==> src/rtl/ulpi_reg_arb.sv <==
// ---------------------------------------------------------------------------
// ulpi_reg_arb
//
// Register-access arbiter and sequencer for a ULPI PHY. Two link-side
// requesters (req0: PHY init sequencer, req1: runtime config) share one
// transaction slot. A granted request is run as a ULPI TX CMD register write
// or register read on the 8-bit bus. If the PHY takes the bus (DIR) in the
// middle of a command, the transaction is aborted and re-issued after the bus
// turns around, up to MAX_RETRY attempts.
//
// Ports
//   i_clk, i_rst_n          ULPI 60 MHz clock, async active-low reset
//   i_reqN_valid/we/addr/wdata   request N (N = 0,1), held until o_reqN_ready
//   o_reqN_ready            1-cycle pulse: request latched
//   o_reqN_done             1-cycle pulse: transaction completed
//   o_reqN_err              1-cycle pulse: abandoned after MAX_RETRY aborts
//   o_reqN_rdata            read data, updated with o_reqN_done of a read
//   i_dir, i_nxt, i_data    ULPI DIR / NXT / data from PHY
//   o_data, o_stp           ULPI data to PHY / STP (pad driven when DIR = 0)
//   o_busy                  a transaction is latched (accept to done/err)
//
// All outputs are registered; inputs only feed next-state logic.
// ---------------------------------------------------------------------------
module ulpi_reg_arb #(
  parameter int MAX_RETRY = 4
) (
  input  logic       i_clk,
  input  logic       i_rst_n,

  input  logic       i_req0_valid,
  input  logic       i_req0_we,
  input  logic [5:0] i_req0_addr,
  input  logic [7:0] i_req0_wdata,
  output logic       o_req0_ready,
  output logic       o_req0_done,
  output logic       o_req0_err,
  output logic [7:0] o_req0_rdata,

  input  logic       i_req1_valid,
  input  logic       i_req1_we,
  input  logic [5:0] i_req1_addr,
  input  logic [7:0] i_req1_wdata,
  output logic       o_req1_ready,
  output logic       o_req1_done,
  output logic       o_req1_err,
  output logic [7:0] o_req1_rdata,

  input  logic       i_dir,
  input  logic       i_nxt,
  input  logic [7:0] i_data,
  output logic [7:0] o_data,
  output logic       o_stp,
  output logic       o_busy
);

  localparam logic [3:0] MAX_RETRY_W = 4'(MAX_RETRY);

  typedef enum logic [2:0] {
    S_IDLE,
    S_CMD,
    S_WDATA,
    S_WSTP,
    S_RD_WAIT,
    S_RD_DATA,
    S_BACKOFF
  } state_t;

  // Current-state registers
  state_t     state;
  logic       dir_q;       // DIR sampled on the previous cycle
  logic       rr_ptr;      // 0: favours req0 on contention, 1: favours req1
  logic [3:0] retry_cnt;
  logic       lat_id;
  logic       lat_we;
  logic [5:0] lat_addr;
  logic [7:0] lat_wdata;

  // Next-state values
  state_t     state_n;
  logic       rr_ptr_n;
  logic [3:0] retry_n;
  logic       lat_id_n;
  logic       lat_we_n;
  logic [5:0] lat_addr_n;
  logic [7:0] lat_wdata_n;
  logic [7:0] data_n;
  logic       stp_n;
  logic       busy_n;
  logic       ready0_n, ready1_n;
  logic       done0_n, done1_n;
  logic       err0_n, err1_n;
  logic [7:0] rdata0_n, rdata1_n;

  // Combinational helpers
  logic       bus_free;
  logic       abort;
  logic       grant_id;
  logic       grant_we;
  logic [5:0] grant_addr;
  logic [7:0] txcmd;

  // The bus is ours only after DIR has been low for two consecutive samples,
  // which also covers the turnaround cycle after the PHY releases the bus.
  assign bus_free = !i_dir && !dir_q;

  // TX CMD byte for the latched request: 10aaaaaa = RegWrite, 11aaaaaa = RegRead
  assign txcmd = {(lat_we ? 2'b10 : 2'b11), lat_addr};

  // NOTE: every signal assigned in this block gets a default first, so no path
  // leaves a value unassigned and no latch is inferred.
  always_comb begin
    state_n     = state;
    rr_ptr_n    = rr_ptr;
    retry_n     = retry_cnt;
    lat_id_n    = lat_id;
    lat_we_n    = lat_we;
    lat_addr_n  = lat_addr;
    lat_wdata_n = lat_wdata;
    data_n      = o_data;
    stp_n       = o_stp;
    busy_n      = o_busy;
    ready0_n    = 1'b0;
    ready1_n    = 1'b0;
    done0_n     = 1'b0;
    done1_n     = 1'b0;
    err0_n      = 1'b0;
    err1_n      = 1'b0;
    rdata0_n    = o_req0_rdata;
    rdata1_n    = o_req1_rdata;
    abort       = 1'b0;
    grant_id    = 1'b0;
    grant_we    = 1'b0;
    grant_addr  = '0;

    case (state)
      S_IDLE: begin
        if (bus_free && (i_req0_valid || i_req1_valid)) begin
          // Contention goes to the favoured requester; otherwise the lone one.
          grant_id    = (i_req0_valid && i_req1_valid) ? rr_ptr : i_req1_valid;
          grant_we    = grant_id ? i_req1_we   : i_req0_we;
          grant_addr  = grant_id ? i_req1_addr : i_req0_addr;
          lat_id_n    = grant_id;
          lat_we_n    = grant_we;
          lat_addr_n  = grant_addr;
          lat_wdata_n = grant_id ? i_req1_wdata : i_req0_wdata;
          rr_ptr_n    = ~grant_id;
          retry_n     = '0;
          busy_n      = 1'b1;
          ready0_n    = !grant_id;
          ready1_n    = grant_id;
          data_n      = {(grant_we ? 2'b10 : 2'b11), grant_addr};
          state_n     = S_CMD;
        end
      end

      S_CMD: begin
        // DIR wins over a simultaneous NXT: the PHY has taken the bus.
        if (i_dir) begin
          abort = 1'b1;
        end else if (i_nxt) begin
          if (lat_we) begin
            data_n  = lat_wdata;
            state_n = S_WDATA;
          end else begin
            data_n  = '0;
            state_n = S_RD_WAIT;
          end
        end
      end

      S_WDATA: begin
        if (i_dir) begin
          abort = 1'b1;
        end else if (i_nxt) begin
          data_n  = '0;
          stp_n   = 1'b1;
          state_n = S_WSTP;
        end
      end

      S_WSTP: begin
        stp_n   = 1'b0;
        busy_n  = 1'b0;
        done0_n = !lat_id;
        done1_n = lat_id;
        state_n = S_IDLE;
      end

      S_RD_WAIT: begin
        // First DIR-high cycle is the turnaround; data follows next cycle.
        if (i_dir) begin
          state_n = S_RD_DATA;
        end
      end

      S_RD_DATA: begin
        // NXT here means the PHY is sending RX CMD / receive data instead of
        // the register value.
        if (i_nxt) begin
          abort = 1'b1;
        end else begin
          if (lat_id) begin
            rdata1_n = i_data;
          end else begin
            rdata0_n = i_data;
          end
          busy_n  = 1'b0;
          done0_n = !lat_id;
          done1_n = lat_id;
          state_n = S_IDLE;
        end
      end

      S_BACKOFF: begin
        // Re-issue the latched command without re-arbitrating.
        if (bus_free) begin
          data_n  = txcmd;
          state_n = S_CMD;
        end
      end

      default: begin
        state_n = S_IDLE;
      end
    endcase

    if (abort) begin
      data_n  = '0;
      stp_n   = 1'b0;
      retry_n = retry_cnt + 4'd1;
      if (retry_n == MAX_RETRY_W) begin
        busy_n  = 1'b0;
        err0_n  = !lat_id;
        err1_n  = lat_id;
        state_n = S_IDLE;
      end else begin
        state_n = S_BACKOFF;
      end
    end
  end

  // NOTE: sequential state uses non-blocking assignments so every register
  // samples the pre-edge values, independent of statement order.
  always_ff @(posedge i_clk or negedge i_rst_n) begin
    if (!i_rst_n) begin
      state        <= S_IDLE;
      dir_q        <= 1'b0;
      rr_ptr       <= 1'b0;
      retry_cnt    <= '0;
      lat_id       <= 1'b0;
      lat_we       <= 1'b0;
      lat_addr     <= '0;
      lat_wdata    <= '0;
      o_data       <= '0;
      o_stp        <= 1'b0;
      o_busy       <= 1'b0;
      o_req0_ready <= 1'b0;
      o_req1_ready <= 1'b0;
      o_req0_done  <= 1'b0;
      o_req1_done  <= 1'b0;
      o_req0_err   <= 1'b0;
      o_req1_err   <= 1'b0;
      o_req0_rdata <= '0;
      o_req1_rdata <= '0;
    end else begin
      state        <= state_n;
      dir_q        <= i_dir;
      rr_ptr       <= rr_ptr_n;
      retry_cnt    <= retry_n;
      lat_id       <= lat_id_n;
      lat_we       <= lat_we_n;
      lat_addr     <= lat_addr_n;
      lat_wdata    <= lat_wdata_n;
      o_data       <= data_n;
      o_stp        <= stp_n;
      o_busy       <= busy_n;
      o_req0_ready <= ready0_n;
      o_req1_ready <= ready1_n;
      o_req0_done  <= done0_n;
      o_req1_done  <= done1_n;
      o_req0_err   <= err0_n;
      o_req1_err   <= err1_n;
      o_req0_rdata <= rdata0_n;
      o_req1_rdata <= rdata1_n;
    end
  end

endmodule

==> config.mk <==
export PLATFORM = sky130hd
export DESIGN_NAME = ulpi_reg_arb
export DESIGN_NICKNAME = d
export VERILOG_FILES = /design/src/rtl/ulpi_reg_arb.sv
export SDC_FILE = /design/constraint.sdc
export NUM_CORES = 1
export LEC_CHECK = 0
export ABC_CLOCK_PERIOD_IN_PS = 3000
export BUFFER_PORTS_ARGS = -buffer_cell sky130_fd_sc_hd__buf_2
export CORE_MARGIN = 2
export CORE_UTILIZATION = 40
export DETAILED_ROUTE_END_ITERATION = 8
export HOLD_SLACK_MARGIN = 0.02
export PLACE_DENSITY_LB_ADDON = 0.08
export SLEW_MARGIN = 10
export SYNTH_ARGS = -nofsm -noshare
export SYNTH_HDL_FRONTEND = slang
export SYNTH_SLANG_ARGS = --single-unit
==> constraint.sdc <==
create_clock -name i_clk -period 3 [get_ports i_clk]
set_input_delay 0 -clock i_clk [delete_from_list [all_inputs] [get_ports i_clk]]
set_output_delay 0 -clock i_clk [all_outputs]
set_load 0.01 [all_outputs]
==> flow_metrics.py <==
metrics = {
    "cells_and_area": {
        "diodes": 0,
        "drive_above_1_share_pct": 31.22,
        "fin_nets": 419,
        "area_growth_pct": 36.06,
        "finalNonFillerCells": 458,
    },
    "timing": {
        "max_freq_ghz": 0.3708,
        "period_minus_slack_ns": 2.697,
        "final-hold-violation-count": 0,
        "rsz0062_at_grt": "no",
        "skew_ns": 0.007051,
        "slew_headroom_pct": 29.68,
        "worst_pin_slew_ns": 1.055,
        "setup_viol": 0,
        "tns_ns": 0,
        "slew_viol_final": 0,
        "period_share_pct": 89.91,
    },
    "run": {
        "drv_cap": 0,
    },
    "routing": {
        "vias": 2359,
        "drt-initial-drc-count": 116,
        "firstDrtPassIters": 4,
        "drc": 0,
        "wl_per_cell_um": 15.36,
        "drtAntennaViolNets": 0,
        "via_per_inst": 5.151,
        "wl_mm": 7.036,
    },
    "clock_tree": {
        "path_clk_slew_ns": 0.07,
        "htreeDepth": 3,
        "clock_path_buffers": 2,
        "cts_hold_buf": 38,
        "postCtsResizedCells": 0,
        "cts_tree": "done",
        "cts_sinks": 57,
        "post_cts_buffers": 0,
        "clk_latency_ns": 0.33,
        "cts_root_buf": "clkbuf_8",
        "cts_made_buffers": 9,
    },
    "floorplanning": {
        "initial_core_util_pct": 41.24,
        "core_mm2": 0.006756,
        "die_w_um": 87.46,
        "die_area_mm2": 0.007649,
        "die-height_um": 87.46,
        "io_pins": 76,
        "fp-row-count": 30,
    },
    "synthesis": {
        "postSynthCellCount": 260,
        "synthesis.nets": 305,
        "yosys.area.top_type_share_pct": 51.19,
        "avgSynthCellArea_um2": 10.72,
        "ys_ff_latch": 57,
        "ys_warn_count": 0,
        "synthDistinctLibCells": 44,
        "yosys.area.top_type": "dfrtp_1",
        "synth_area_mm2": 0.002786,
        "netlist_top_cells_area": "dfrtp_1 (51%), mux2_2 (6.9%), mux2i_1 (4.7%)",
        "yosysSeqAreaShare_pct": 51.19,
    },
    "place": {
        "dp_cells": 405,
        "port-buffer-count": 75,
        "hpwl_mm": 4.813,
        "gp_congestion": 0.7823,
    },
    "setup_path": {
        "start_kind": "flip-flop",
        "required_ns": 3.27,
        "rr_startpoint": "state[2]$_DFFE_PN0P_",
        "arrival_ns": 2.97,
        "crit_path_end_kind": "flip-flop",
        "crit_fanout": 22,
        "path_class": "flip-flop to flip-flop",
        "crit_start": "state[2]$_DFFE_PN0P_",
    },
    "power_and_ir_drop": {
        "p_per_area_mw_per_mm2": 926.8,
        "leakage_nw": 1.837,
        "finalPower_mw": 3.514,
        "ir_drop_v": 0.0003814,
    },
    "grt": {
        "grtUsageTotal_pct": 20.17,
        "grt_max_degree": 49,
        "antenna_found_initial": 0,
        "grt_pass1_wl_mm": 11.79,
        "grt_pass1_vias": 2461,
        "grt_overflow_total": 0,
    },
    "status": {
        "status": "finished clean",
    },
    "min_path": {
        "worst_hold_path_type": "input pin to flip-flop",
        "hold_start": "i_req1_wdata[7]",
    },
}
critical path, stage by stage (launching register included):
cell and delay (ns):
dfrtp_1 0.63, or3_4 0.51, nor4_2 0.35, buf_4 0.32, nor2_1 0.06, a31oi_1 0.17, dlygate4sd3_1 0.58
worst paths after layout:
path	to	slack (ns)	cells after the start
min	lat_wdata[7]$_DFFE_PN0P_	0.02	3
min reg2reg	lat_wdata[6]$_DFFE_PN0P_	0.49	2
max in group asynchronous	o_req1_rdata[6]$_DFFE_PN0P_	1.86	3
max reg2reg	lat_we$_DFFE_PN0P_	0.30	6
min in group asynchronous	retry_cnt[3]$_DFFE_PN0P_	0.40	2
max	lat_we$_DFFE_PN0P_	0.30	6
metal layers:
metal	GRT usage [%]	wire length, um
met5	0	0
met4	7.552	104
met3	3.981	309
met2	33.40	3537
met1	26.05	3084
per-stage QoR:
stage,hold WS [ns],setup slack (ns),cell area [um^2],utilization (%)
finish,0.02074,0.3028,3791,56.11
global route,0.05621,0.07938,3791,56.11
CTS,0.02023,0.3512,3791,56.11
detailed placement,0.2279,0.6838,3227,47.76
global placement,0.2304,0.7304,3227,47.76
floorplan,-0.2956,1.066,2786,-
registers in the layout (all words and copies together), names as in the netlist, 3 cells and up:
name / count
o_req0_rdata: 8
lat_wdata: 8
o_data: 8
o_req1_rdata: 8
lat_addr: 6
retry_cnt: 4
state: 3
synth_stat cells (all sizes together):
master   number
ha            1
nand2        27
or4           2
a21boi        2
o21a          3
a41o          1
nor2         21
or3           1
clkbuf        9
o211ai        1
a21oi         6
and2          3
nand2b        3
a22o          8
mux2         23
a31oi         8
nand3         4
inv           4
o211a         1
xnor2         1
o41ai         2
nor3          2
nor4b         1
nor3b         1
a311oi        6
o31ai         3
nor2b         4
a21o          2
dfrtp        57
buf           7
o21ai        21
a2bb2oi       1
mux2i        13
nand3b        7
and3          2
o2bb2ai       1
nor4          1
cell families after synthesis:
family | count (synthesis) | share of synthesized area, %
adders and majority gates | 1 | 0.4490
muxes | 36 | 13.96
DFF | 57 | 51.19
xor gates and xnor gates | 1 | 0.3144
buffers and inverters | 20 | 3.412
and+or+nand+nor | 79 | 14.41
AOI/OAI and AO/OA | 66 | 16.26
layout by cell type (no fill, tap or decap), types with 7 or more instances in the layout:
cell type      instances
a22o_1                 8
a31oi_1                8
buf_2                 75
clkbuf_8               9
dfrtp_1               57
dlygate4sd3_1         38
mux2_2                17
mux2i_1               13
nand2_1               27
nand3b_1               7
nor2_1                21
o21ai_0               21
cell type report:
class / count / area (um^2)
sequential: 57 / 1426
fill: 605 / 2965
inverter: 4 / 15.01
multi-input combinational: 183 / 1265
timing repair buffer: 119 / 800.8
clock buffer: 9 / 123.9
tap: 80 / 100.1
clock inverter: 6 / 60.06
power breakdown:
| part | switching [mW] | internal (mW) | total [mW] |
|---|---|---|---|
| registers | 0.279 | 1.10 | 1.38 |
| clock network | 0.310 | 0.374 | 0.684 |
| logic | 0.694 | 0.753 | 1.45 |
Power figures use the tool's default switching activity.
